--- config.mk ---
export PLATFORM = sky130hd
export DESIGN_NAME = reg_bus_adapter
export DESIGN_NICKNAME = d
export VERILOG_FILES = /design/src/rtl/reg_bus_pkg.sv /design/src/rtl/reg_bus_adapter.sv
export SDC_FILE = /design/constraint.sdc
export NUM_CORES = 1
export LEC_CHECK = 0
export CORE_AREA = 4 4 148 150
export CTS_CLUSTER_DIAMETER = 100
export DETAILED_ROUTE_END_ITERATION = 7
export DIE_AREA = 0 0 152 154
export MAX_ROUTING_LAYER = met4
export SYNTH_ARGS = -nofsm -noshare
export SYNTH_HDL_FRONTEND = slang
export SYNTH_SLANG_ARGS = --single-unit
--- constraint.sdc ---
create_clock -name clk -period 4.3 [get_ports clk]
set_clock_uncertainty 0.05 [all_clocks]
set_input_delay 0.86 -clock clk [delete_from_list [all_inputs] [get_ports clk]]
set_output_delay 0.86 -clock clk [all_outputs]
set_load 0.02 [all_outputs]
--- src/rtl/reg_bus_pkg.sv ---
// -----------------------------------------------------------------------------
// reg_bus_pkg
// Shared types and helpers for the register-bus adapter.
//   reg_bus_state_t : adapter FSM states (IDLE, ACCESS, RESPOND)
//   REG_DATA_W      : register data width
//   STROBE_MAX_W    : widest strobe vector onehot_decode can produce
//   onehot_decode   : address -> one-hot strobe, all-zero when addr >= n
// -----------------------------------------------------------------------------
package reg_bus_pkg;

  typedef enum logic [1:0] {
    IDLE    = 2'd0,
    ACCESS  = 2'd1,
    RESPOND = 2'd2
  } reg_bus_state_t;

  localparam int REG_DATA_W   = 32;
  localparam int STROBE_MAX_W = 256;

  // Full-width compare: an address only selects bit i when it equals i
  // exactly and lies below n, so out-of-range addresses never alias.
  function automatic logic [STROBE_MAX_W-1:0] onehot_decode(input logic [31:0] addr,
                                                            input logic [31:0] n);
    logic [STROBE_MAX_W-1:0] vec;
    vec = {STROBE_MAX_W{1'b0}};
    for (int i = 0; i < STROBE_MAX_W; i++) begin
      vec[i] = (addr == 32'(i)) && (addr < n);
    end
    return vec;
  endfunction

endpackage

--- src/rtl/reg_bus_adapter.sv ---
// -----------------------------------------------------------------------------
// reg_bus_adapter
// Converts a valid/ready command/response bus into single-cycle per-register
// write/read strobes for a peripheral register map. One transaction in flight.
//
// Ports:
//   clk, reset          : clock, asynchronous active-low reset
//   cmd_valid/cmd_ready : command handshake (cmd_ready registered)
//   cmd_write           : 1 = write, 0 = read
//   cmd_addr            : word address (ADDR_W bits)
//   cmd_wdata           : write data
//   rsp_valid/rsp_ready : response handshake
//   rsp_rdata           : read data (0 for writes and errors)
//   rsp_error           : address >= REGS
//   write_en, read_en   : one-hot strobes, asserted only in ACCESS
//   data_in             : write data to the register map (ACCESS-write only)
//   data_out            : packed register read values, reg k at [32k+31:32k]
// -----------------------------------------------------------------------------
module reg_bus_adapter
  import reg_bus_pkg::*;
#(
  parameter int REGS         = 5,
  parameter int POWEROF2REGS = 1 << $clog2(REGS),
  parameter int ADDR_W       = 8
) (
  input  logic                               clk,
  input  logic                               reset,
  input  logic                               cmd_valid,
  output logic                               cmd_ready,
  input  logic                               cmd_write,
  input  logic [ADDR_W-1:0]                  cmd_addr,
  input  logic [REG_DATA_W-1:0]              cmd_wdata,
  output logic                               rsp_valid,
  input  logic                               rsp_ready,
  output logic [REG_DATA_W-1:0]              rsp_rdata,
  output logic                               rsp_error,
  output logic [POWEROF2REGS-1:0]            write_en,
  output logic [POWEROF2REGS-1:0]            read_en,
  output logic [REG_DATA_W-1:0]              data_in,
  input  logic [POWEROF2REGS*REG_DATA_W-1:0] data_out
);

  reg_bus_state_t state_r;
  reg_bus_state_t next_state_s;

  logic                    cmd_ready_r;
  logic                    rsp_valid_r;
  logic [REG_DATA_W-1:0]   rsp_rdata_r;
  logic                    rsp_error_r;
  logic [POWEROF2REGS-1:0] write_en_r;
  logic [POWEROF2REGS-1:0] read_en_r;
  logic [REG_DATA_W-1:0]   data_in_r;

  logic                    write_r;
  logic [ADDR_W-1:0]       addr_r;

  logic                    accept_s;
  logic                    rsp_hs_s;
  logic                    cmd_addr_ok_s;
  logic                    addr_ok_s;
  logic [POWEROF2REGS-1:0] cmd_strobe_s;
  logic [REG_DATA_W-1:0]   rd_word_s;

  assign accept_s      = (state_r == IDLE) && cmd_valid && cmd_ready_r;
  assign rsp_hs_s      = (state_r == RESPOND) && rsp_valid_r && rsp_ready;
  assign cmd_addr_ok_s = (32'(cmd_addr) < 32'(REGS));
  assign addr_ok_s     = (32'(addr_r) < 32'(REGS));
  assign cmd_strobe_s  = POWEROF2REGS'(onehot_decode(32'(cmd_addr), 32'(REGS)));

  // Read-data mux: pick the word addressed by the latched command.
  always_comb begin
    rd_word_s = {REG_DATA_W{1'b0}};
    for (int k = 0; k < POWEROF2REGS; k++) begin
      rd_word_s = rd_word_s |
                  ({REG_DATA_W{addr_r == ADDR_W'(k)}} & data_out[k*REG_DATA_W +: REG_DATA_W]);
    end
  end

  // FSM state register.
  always_ff @(posedge clk or negedge reset) begin
    if (!reset) begin
      state_r <= IDLE;
    end else begin
      state_r <= next_state_s;
    end
  end

  // FSM next-state logic; ACCESS always lasts exactly one cycle.
  always_comb begin
    next_state_s = state_r;
    case (state_r)
      IDLE: begin
        if (accept_s) begin
          next_state_s = ACCESS;
        end else begin
          next_state_s = IDLE;
        end
      end
      ACCESS: begin
        next_state_s = RESPOND;
      end
      RESPOND: begin
        if (rsp_hs_s) begin
          next_state_s = IDLE;
        end else begin
          next_state_s = RESPOND;
        end
      end
      default: begin
        next_state_s = IDLE;
      end
    endcase
  end

  // Command capture: hold direction and address for the ACCESS cycle.
  always_ff @(posedge clk or negedge reset) begin
    if (!reset) begin
      write_r <= 1'b0;
      addr_r  <= {ADDR_W{1'b0}};
    end else if (accept_s) begin
      write_r <= cmd_write;
      addr_r  <= cmd_addr;
    end else begin
      write_r <= write_r;
      addr_r  <= addr_r;
    end
  end

  // cmd_ready follows the state we are entering, so it is high exactly in IDLE
  // except for the first cycle after reset release.
  always_ff @(posedge clk or negedge reset) begin
    if (!reset) begin
      cmd_ready_r <= 1'b0;
    end else begin
      cmd_ready_r <= (next_state_s == IDLE);
    end
  end

  // Strobes and write data are loaded on the accept edge so that they are
  // high for the ACCESS cycle only and drop on the edge that leaves it.
  always_ff @(posedge clk or negedge reset) begin
    if (!reset) begin
      write_en_r <= {POWEROF2REGS{1'b0}};
      read_en_r  <= {POWEROF2REGS{1'b0}};
      data_in_r  <= {REG_DATA_W{1'b0}};
    end else if (accept_s) begin
      write_en_r <= cmd_write ? cmd_strobe_s : {POWEROF2REGS{1'b0}};
      read_en_r  <= cmd_write ? {POWEROF2REGS{1'b0}} : cmd_strobe_s;
      data_in_r  <= (cmd_write && cmd_addr_ok_s) ? cmd_wdata : {REG_DATA_W{1'b0}};
    end else begin
      write_en_r <= {POWEROF2REGS{1'b0}};
      read_en_r  <= {POWEROF2REGS{1'b0}};
      data_in_r  <= {REG_DATA_W{1'b0}};
    end
  end

  // Response register: read data is sampled at the end of ACCESS, i.e. the
  // value the map presented while the strobe was high (before any pop).
  always_ff @(posedge clk or negedge reset) begin
    if (!reset) begin
      rsp_valid_r <= 1'b0;
      rsp_rdata_r <= {REG_DATA_W{1'b0}};
      rsp_error_r <= 1'b0;
    end else if (state_r == ACCESS) begin
      rsp_valid_r <= 1'b1;
      rsp_error_r <= !addr_ok_s;
      rsp_rdata_r <= (!write_r && addr_ok_s) ? rd_word_s : {REG_DATA_W{1'b0}};
    end else if (rsp_hs_s) begin
      rsp_valid_r <= 1'b0;
      rsp_error_r <= 1'b0;
      rsp_rdata_r <= {REG_DATA_W{1'b0}};
    end else begin
      rsp_valid_r <= rsp_valid_r;
      rsp_error_r <= rsp_error_r;
      rsp_rdata_r <= rsp_rdata_r;
    end
  end

  assign cmd_ready = cmd_ready_r;
  assign rsp_valid = rsp_valid_r;
  assign rsp_rdata = rsp_rdata_r;
  assign rsp_error = rsp_error_r;
  assign write_en  = write_en_r;
  assign read_en   = read_en_r;
  assign data_in   = data_in_r;

endmodule

==> results of run 1 <==
-- critical path, delay by kind of cell, from the launching register on --
kind / cells / cell delay, ns
AND/OR/NAND/NOR: 3 / 2.20
AO/OA/AOI/OAI: 1 / 0.30
flip-flops: 1 / 0.39
-- how the worst max path moves through the flow --
stage / cells after the start / slack [ns] / end
floorplan: 6 / 2.27 / data_in[10]
global placement: 4 / 1.28 / rsp_rdata[14]
detailed placement: 4 / 1.26 / rsp_rdata[29]
CTS: 4 / 1.21 / rsp_rdata[29]
global route: 4 / 1.15 / rsp_rdata[13]
finish: 4 / 1.23 / rsp_rdata[29]
-- routing by layer --
metal  part of all wire, %  wire length [µm]  GRT usage (%)
met2                    51             12900           37.4
met3                   8.7              2210           6.39
met4                   1.6               406           5.01
met5                     0                 0              -
met1                    39              9970           24.8
-- synthesized netlist by cell type, drive strengths merged --
cell	n
or4	1
conb	1
nand2	31
nand4	1
a32o	32
or3	1
and2	32
nor2b	3
clkbuf	24
nor4b	1
nand3b	1
buf	32
nor4	2
nand3	2
nor2	10
inv	3
mux2i	64
a21oi	3
nor3	6
nand2b	1
o31ai	64
nor3b	1
nand4bb	1
a221o	64
nand4b	1
o21ai	2
dfrtp	94
o21a	1
-- cells by family (layout without fill, tap and decap cells) --
| family | after synthesis | after routing | synth area share, % |
|---|---|---|---|
| other | 1 | 6 | 0.0696 |
| AO/OA/AOI/OAI | 166 | 166 | 28.0 |
| flip-flops | 94 | 94 | 43.7 |
| multiplexers | 64 | 64 | 11.9 |
| buffers and inverters | 59 | 415 | 6.78 |
| AND/OR/NAND/NOR | 95 | 95 | 9.61 |
-- layout make-up --
| class | count | area share [%] |
|---|---|---|
| clock buffers | 9 | 2.33 |
| clock inverters | 7 | 0.893 |
| inverters | 3 | 0.116 |
| multi-input cells | 331 | 28.1 |
| flip-flops and latches | 94 | 24.4 |
| well taps | 275 | 3.56 |
| repair buffers | 396 | 40.6 |
-- registers in the layout (all words and copies together), names as in the netlist, 2 cells and up --
name       count
data_in       32
rsp_rdata     32
addr_r         8
read_en        8
write_en       8
state_r        2
-- cells in the final DEF, fill, tap and decap left out, types with 3 or more instances in the layout --
cell	count
o31ai_1	64
nand2_1	31
inv_1	3
a221o_1	64
and2_1	32
mux2i_1	64
a32o_2	27
a32o_1	5
nor3_1	5
nor2_1	9
conb_1	6
dfrtp_1	92
a21oi_1	3
clkinv_8	3
clkdlybuf4s50_1	382
clkbuf_16	9
buf_4	14
-- per-stage QoR --
stage          cells  hold WS, ns  total power, µW  area (µm²)  worst slack, ns
5_1_grt         1115        0.458             2180        9670             1.15
6_report        1115        0.433             2090        9670             1.23
3_5_place_dp    1099        0.412             1280        9360             1.26
3_3_place_gp    1099        0.410             1280        9360             1.28
2_1_floorplan    484        0.387              952        5410             2.27
4_1_cts         1115        0.435             2130        9670             1.21
-- where the power goes --
group	total, µW	internal, µW	leakage, µW	switching (µW)
logic	370	270	0.00253	100
registers	887	886	0.00129	0.625
clock network	837	418	0.000151	419
==> impl_metrics.json, run 1 <==
{
  "wirelength_um": 25500,
  "cts.sinks": 94,
  "post_drt_wl_per_cell_um": 22.9,
  "vdd_drop_max_uv": 166,
  "ys_warn_count": 0,
  "die_area_um2": 23400,
  "area_growth_pct": 79.4,
  "routabilityCongestion": 0.831,
  "initial_utilization_pct": 26.0,
  "slew_headroom_pct": 34.0,
  "vias": 5717,
  "ant_nets": 0,
  "min_from": "addr_r[6]",
  "io_buffers": 383,
  "crit_type": "register to register",
  "worst_pin_slew_ns": 0.990,
  "clk_latency_ns": 0.36,
  "grt_max_degree": 66,
  "regArea_um2": 2360,
  "grt_pass1_vias": 6139,
  "drt-pass1-iter-count": 5,
  "via_per_inst": 5.13,
  "antenna_found_initial": 1,
  "nNetsFinal": 1136,
  "synth_cell_types": 33,
  "reg2reg_to": "rsp_rdata[29]",
  "critPathLaunch": "addr_r[5]",
  "r2r-start": "addr_r[5]",
  "grt.total_usage_pct": 21.6,
  "drcViolationCount": 0,
  "final_layout_size_suffix_gt1_share_pct": 7.74,
  "cts_root_buf": "clkbuf_16",
  "worstPathRequired_ns": 4.53,
  "core_um2": 20700,
  "rrSetupSlack_ns": 1.23,
  "min_path_type": "register to register",
  "whs_path_depth": 2,
  "outcome": "finished, final reports clean",
  "grt_pass1_wl_um": 38000,
  "rows": 53,
  "critPathMaxStageDelay_ns": 1.03,
  "multi_input_area_um2": 2710,
  "endpoint_kind": "register",
  "yosysTopAreaCell": "dfrtp_1",
  "period_share_pct": 71.3,
  "rsz0062_at_grt": "false",
  "fmax_mhz": 326,
  "cap_violations": 0,
  "ys_seq_elements": 94,
  "place_hpwl_um": 19500,
  "die_h_um": 154,
  "synth_area_um2": 5390,
  "fill_cells": 1955,
  "rr_worst_depth": 4,
  "synth.area.top_cells": "dfrtp_1 (44%), a221o_1 (12%), mux2i_1 (12%)",
  "syn_avg_cell_area_um2": 11.2,
  "crit_chain": "or4_2 > nor4b_4 > nor2b_4 > a32o_2",
  "htree_levels": 3,
  "path_clk_slew_ns": 0.09,
  "min_to": "addr_r[6]",
  "drtIter0Drc": 372,
  "power.leakage_uw": 0.00397,
  "cts.path.max_buffers": 2,
  "numCtsBuffers": 9,
  "hold_viol_final": 0,
  "fin_tns_setup_ns": 0,
  "ctsResizeCount": 0,
  "fin_util_pct": 46.7,
  "diodes": 0,
  "setup_viol": 0,
  "synth_seq_area_share_pct": 43.7,
  "drv_slew": 0,
  "grt.overflow.total": 0,
  "io_pins": 384,
  "critPathMaxFanout": 32,
  "postSynthCellCount": 479,
  "cp.arrival_ns": 3.30,
  "cts_tree": "yes",
  "post-cts-setup-buffer-count": 0,
  "start_kind": "register",
  "slowest_stage": "or4_2",
  "die_w_um": 152,
  "power_density_nw_per_um2": 217,
  "layout_min_cycle_time_ns": 3.07,
  "hold_buffers": 0,
  "synth.top_cell.area_share_pct": 43.7
}
No activity file was read; power rests on OpenSTA's default activity.
==> inputs of run 2 (changes only) <==
--- a/config.mk
+++ b/config.mk
@@ -5,11 +5,12 @@
 export SDC_FILE = /design/constraint.sdc
 export NUM_CORES = 1
 export LEC_CHECK = 0
-export CORE_AREA = 4 4 148 150
+export CORE_AREA = 4 4 147 149
 export CTS_CLUSTER_DIAMETER = 100
 export DETAILED_ROUTE_END_ITERATION = 7
-export DIE_AREA = 0 0 152 154
+export DIE_AREA = 0 0 151 153
 export MAX_ROUTING_LAYER = met4
+export PLACE_DENSITY = 0.67
 export SYNTH_ARGS = -nofsm -noshare
 export SYNTH_HDL_FRONTEND = slang
 export SYNTH_SLANG_ARGS = --single-unit
==> constraint.sdc (replaced) <==
create_clock -name clk -period 2.8 [get_ports clk]
set_clock_uncertainty 0.05 [all_clocks]
set_input_delay 0.56 -clock clk [delete_from_list [all_inputs] [get_ports clk]]
set_output_delay 0.56 -clock clk [all_outputs]
set_load 0.02 [all_outputs]
==> impl_metrics.json, run 2 (synthesis gave the netlist of run 1 again) <==
{
  "outcome": "finished, final reports clean",
  "vias": 5676,
  "nNetsFinal": 1146,
  "die_w_um": 151,
  "post-cts-setup-buffer-count": 0,
  "clk_latency_ns": 0.35,
  "final_common_cell": "clkdlybuf4s50_1",
  "die_h_um": 153,
  "hold_viol_final": 0,
  "antenna_found_initial": 0,
  "crit_chain": "or4_2 > buf_4 > nor2_4 > buf_4 > a221o_1 > a32o_2",
  "crit_type": "register to register",
  "numCtsBuffers": 9,
  "most-common-layout-cells": "clkdlybuf4s50_1 (382), dfrtp_1 (92), mux2i_1 (64), o31ai_1 (64), a221o_1 (64)",
  "fill_cells": 1894,
  "fin_hold_ws_ns": 0.223,
  "via_per_inst": 5.07,
  "diodes": 0,
  "vdd_drop_max_uv": 256,
  "rr_worst_depth": 6,
  "min_path_type": "input port to asynchronous set/reset pin",
  "setup_viol": 0,
  "rows": 52,
  "fmax_mhz": 397,
  "routabilityCongestion": 0.803,
  "final_layout_size_suffix_gt1_share_pct": 8.94,
  "drt-pass1-iter-count": 4,
  "dpl.cell_count": 1104,
  "regArea_um2": 2360,
  "power.leakage_uw": 0.00404,
  "layout_min_cycle_time_ns": 2.52,
  "slowest_stage": "or4_2",
  "critPathMaxFanout": 34,
  "start_kind": "register",
  "multi_input_area_um2": 2720,
  "area_growth_pct": 82.0,
  "die_area_um2": 23100,
  "drcViolationCount": 0,
  "critPathMaxStageDelay_ns": 0.80,
  "power_density_nw_per_um2": 333,
  "worst_pin_slew_ns": 0.833,
  "hold_buffers": 0,
  "rrSetupSlack_ns": 0.28,
  "period_share_pct": 89.9,
  "initial_utilization_pct": 26.7,
  "cap_violations": 0,
  "grt_max_degree": 55,
  "ctsResizeCount": 0,
  "reg2reg_to": "rsp_rdata[13]",
  "io_pins": 384,
  "grt_pass1_wl_um": 34800,
  "cts.sinks": 94,
  "rsz0062_at_grt": "false",
  "drv_slew": 0,
  "grt_pass1_vias": 6061,
  "grt.overflow.total": 0,
  "crit_path_frequent_cell": "buf_4",
  "core_um2": 20200,
  "wirelength_um": 24100,
  "cp.arrival_ns": 2.75,
  "r2r-start": "addr_r[4]",
  "cts_root_buf": "clkbuf_16",
  "drtIter0Drc": 220,
  "ant_nets": 0,
  "io_buffers": 383,
  "cts_tree": "yes",
  "critPathLaunch": "addr_r[4]",
  "htree_levels": 3,
  "cts.path.max_buffers": 2,
  "fin_tns_setup_ns": 0,
  "stdcell_count": 1120,
  "path_clk_slew_ns": 0.08,
  "slew_headroom_pct": 44.5,
  "place_hpwl_um": 18400,
  "grt.total_usage_pct": 20.3,
  "endpoint_kind": "register",
  "worstPathRequired_ns": 3.03,
  "post_drt_wl_per_cell_um": 21.5
}
-- run 2: cell types whose count changed in the layout (fill, tap and decap cells not counted), sizes merged --
cell	delta
buf	+10
bufinv	+1
inv	-1
-- run 2: layer usage --
metal / vias to the layer above / wire [µm] / track usage (%)
met5: - / 0 / -
met4: 0 / 546 / 6.09
met3: 29 / 2760 / 7.23
met2: 308 / 11800 / 34.0
met1: 2701 / 8980 / 22.8
li1: 2638 / - / -
-- run 2: how the worst max path moves through the flow --
stage,end,slack (ns),cells after the start
4_1_cts,rsp_rdata[5],0.27,6
2_1_floorplan,rsp_rdata[10],0.86,7
6_report,rsp_rdata[13],0.28,6
5_1_grt,rsp_rdata[0],0.13,6
3_3_place_gp,rsp_rdata[7],0.35,6
3_5_place_dp,rsp_rdata[10],0.28,6
-- run 2: power by group --
group,switching [µW],internal [µW],leakage [µW]
Sequential,1.08,1360,0.00129
Clock,621,725,0.000159
Combinational,141,415,0.00260
-- run 2: metrics by stage --
step / area, µm² / setup slack [ns] / utilization [%] / total power (µW)
final: 9800 / 0.283 / 48.6 / 3260
after global routing: 9800 / 0.130 / 48.6 / 3400
after CTS: 9800 / 0.267 / 48.6 / 3310
after detailed placement: 9480 / 0.285 / 47.0 / 1950
after global placement: 9480 / 0.349 / 47.0 / 1950
after floorplan: 5410 / 0.863 / - / 1460
-- run 2: layout make-up --
class                      count  area share, %
sequential                    94           24.0
inverter                       3          0.115
clock buffer                   9           2.30
clock inverter                 7           1.05
multi-input combinational    331           27.7
timing repair buffer         406           41.4
tap                          270           3.45
-- run 2: worst max-delay path: cells and delay by family (launching register included) --
family                 cells  cell delay [ns]
AO/OA/AOI/OAI              2             0.38
buffers and inverters      2             0.66
flip-flops                 1             0.38
AND/OR/NAND/NOR            2             0.95
==> inputs of run 3 (changes only) <==
--- a/config.mk
+++ b/config.mk
@@ -10,7 +10,7 @@
 export DETAILED_ROUTE_END_ITERATION = 7
 export DIE_AREA = 0 0 151 153
 export MAX_ROUTING_LAYER = met4
-export PLACE_DENSITY = 0.67
+export PLACE_DENSITY = 0.64
 export SYNTH_ARGS = -nofsm -noshare
 export SYNTH_HDL_FRONTEND = slang
 export SYNTH_SLANG_ARGS = --single-unit
==> constraint.sdc (replaced) <==
create_clock -name clk -period 2.8 [get_ports clk]
set_clock_uncertainty 0.05 [all_clocks]
set_input_delay 0.56 -clock clk [delete_from_list [all_inputs] [get_ports clk]]
set_output_delay 0.56 -clock clk [all_outputs]
set_load 0.005 [all_outputs]
==> impl_metrics.json, run 3 (synthesis gave the netlist of run 1 again) <==
{
  "grt_pass1_vias": 6018,
  "die_area_um2": 23100,
  "drtIter0Drc": 268,
  "ctsResizeCount": 0,
  "layout_min_cycle_time_ns": 2.37,
  "power.leakage_uw": 0.00402,
  "core_um2": 20200,
  "place_hpwl_um": 18400,
  "die_h_um": 153,
  "outcome": "finished, final reports clean",
  "crit_chain": "or4_2 > nor3b_4 > buf_4 > a221o_1 > a32o_2",
  "via_per_inst": 5.06,
  "slew_headroom_pct": 43.8,
  "ant_nets": 0,
  "critPathLaunch": "addr_r[4]",
  "cts.sinks": 94,
  "start_kind": "register",
  "cts_root_buf": "clkbuf_16",
  "r2r-start": "addr_r[4]",
  "die_w_um": 151,
  "fmax_mhz": 421,
  "worstPathRequired_ns": 3.04,
  "io_buffers": 383,
  "vdd_drop_max_uv": 265,
  "drt-pass1-iter-count": 4,
  "nNetsFinal": 1142,
  "antenna_found_initial": 2,
  "cp.arrival_ns": 2.61,
  "setup_viol": 0,
  "routabilityCongestion": 0.849,
  "min_path_type": "input port to asynchronous set/reset pin",
  "cts_tree": "yes",
  "hold_viol_final": 0,
  "htree_levels": 3,
  "grt_max_degree": 49,
  "io_pins": 384,
  "worst_pin_slew_ns": 0.843,
  "dpl_worst_slack_ns": 0.409,
  "period_share_pct": 84.8,
  "drv_slew": 0,
  "grt.overflow.total": 0,
  "grt_pass1_wl_um": 34500,
  "fin_util_pct": 48.4,
  "cap_violations": 0,
  "fill_cells": 1883,
  "stdcell_count": 1118,
  "initial_utilization_pct": 26.7,
  "final_layout_size_suffix_gt1_share_pct": 8.51,
  "crit_type": "register to register",
  "wirelength_um": 24000,
  "numCtsBuffers": 9,
  "grt.total_usage_pct": 20.1,
  "post_drt_wl_per_cell_um": 21.4,
  "finalWorstSetupSlack_ns": 0.426,
  "power_density_nw_per_um2": 334,
  "most-common-layout-cells": "clkdlybuf4s50_1 (382), dfrtp_1 (92), mux2i_1 (64), o31ai_1 (64), a221o_1 (64)",
  "post-cts-setup-buffer-count": 0,
  "clk_latency_ns": 0.35,
  "cts.path.max_buffers": 2,
  "vias": 5662,
  "rsz0062_at_grt": "false",
  "slowest_stage": "or4_2",
  "rows": 52,
  "dpl.cell_count": 1100,
  "area_growth_pct": 81.2,
  "hold_buffers": 0,
  "path_clk_slew_ns": 0.08,
  "critPathMaxFanout": 38,
  "final_common_cell": "clkdlybuf4s50_1",
  "drcViolationCount": 0,
  "critPathMaxStageDelay_ns": 0.81,
  "endpoint_kind": "register",
  "fin_tns_setup_ns": 0
}
-- run 3: path summary, 6_finish.rpt --
path / to / slack, ns / depth (start not counted)
max reg2reg: rsp_rdata[14] / 0.43 / 5
min: read_en[6] / 0.19 / 1
min reg2reg: addr_r[7] / 0.43 / 2
max in group asynchronous: rsp_rdata[20] / 1.78 / 2
min in group clk: addr_r[7] / 0.43 / 2
max: rsp_rdata[14] / 0.43 / 5
-- run 3: critical path, delay by kind of cell (launching register included) --
kind            cells  cell delay, ns
simple gates        2            1.06
buf+inv             1            0.40
compound gates      2            0.39
flops               1            0.38
-- run 3: final cells by class --
| class | count | area (µm²) | share of cell area [%] |
|---|---|---|---|
| antenna | 2 | 5.00 | 0.0513 |
| clock buffer | 9 | 225 | 2.31 |
| clock inverter | 7 | 97.6 | 1.00 |
| inverter | 3 | 11.3 | 0.115 |
| sequential | 94 | 2360 | 24.2 |
| multi-input combinational | 331 | 2720 | 27.8 |
| timing repair buffer | 402 | 4010 | 41.1 |
| tap | 270 | 338 | 3.46 |
-- run 3: per-layer routing --
metal,wire length (µm),vias to the layer above,GRT usage [%]
li1,-,2629,-
met4,397,0,5.22
met3,2590,25,6.90
met5,0,-,-
met2,11800,284,34.5
met1,9150,2724,22.3
-- run 3: power by group --
group	switching, µW	leakage (µW)	internal (µW)	total [µW]
registers	1.22	0.00129	1360	1360
clock network	623	0.000159	725	1350
logic	140	0.00258	415	555
-- run 3: through the flow --
step	hold slack, ns	total power, µW	area, µm²
2_1_floorplan	0.214	1460	5410
3_3_place_gp	0.413	1950	9430
3_5_place_dp	0.413	1950	9430
4_1_cts	0.205	3310	9760
5_1_grt	0.227	3400	9760
6_report	0.186	3260	9760
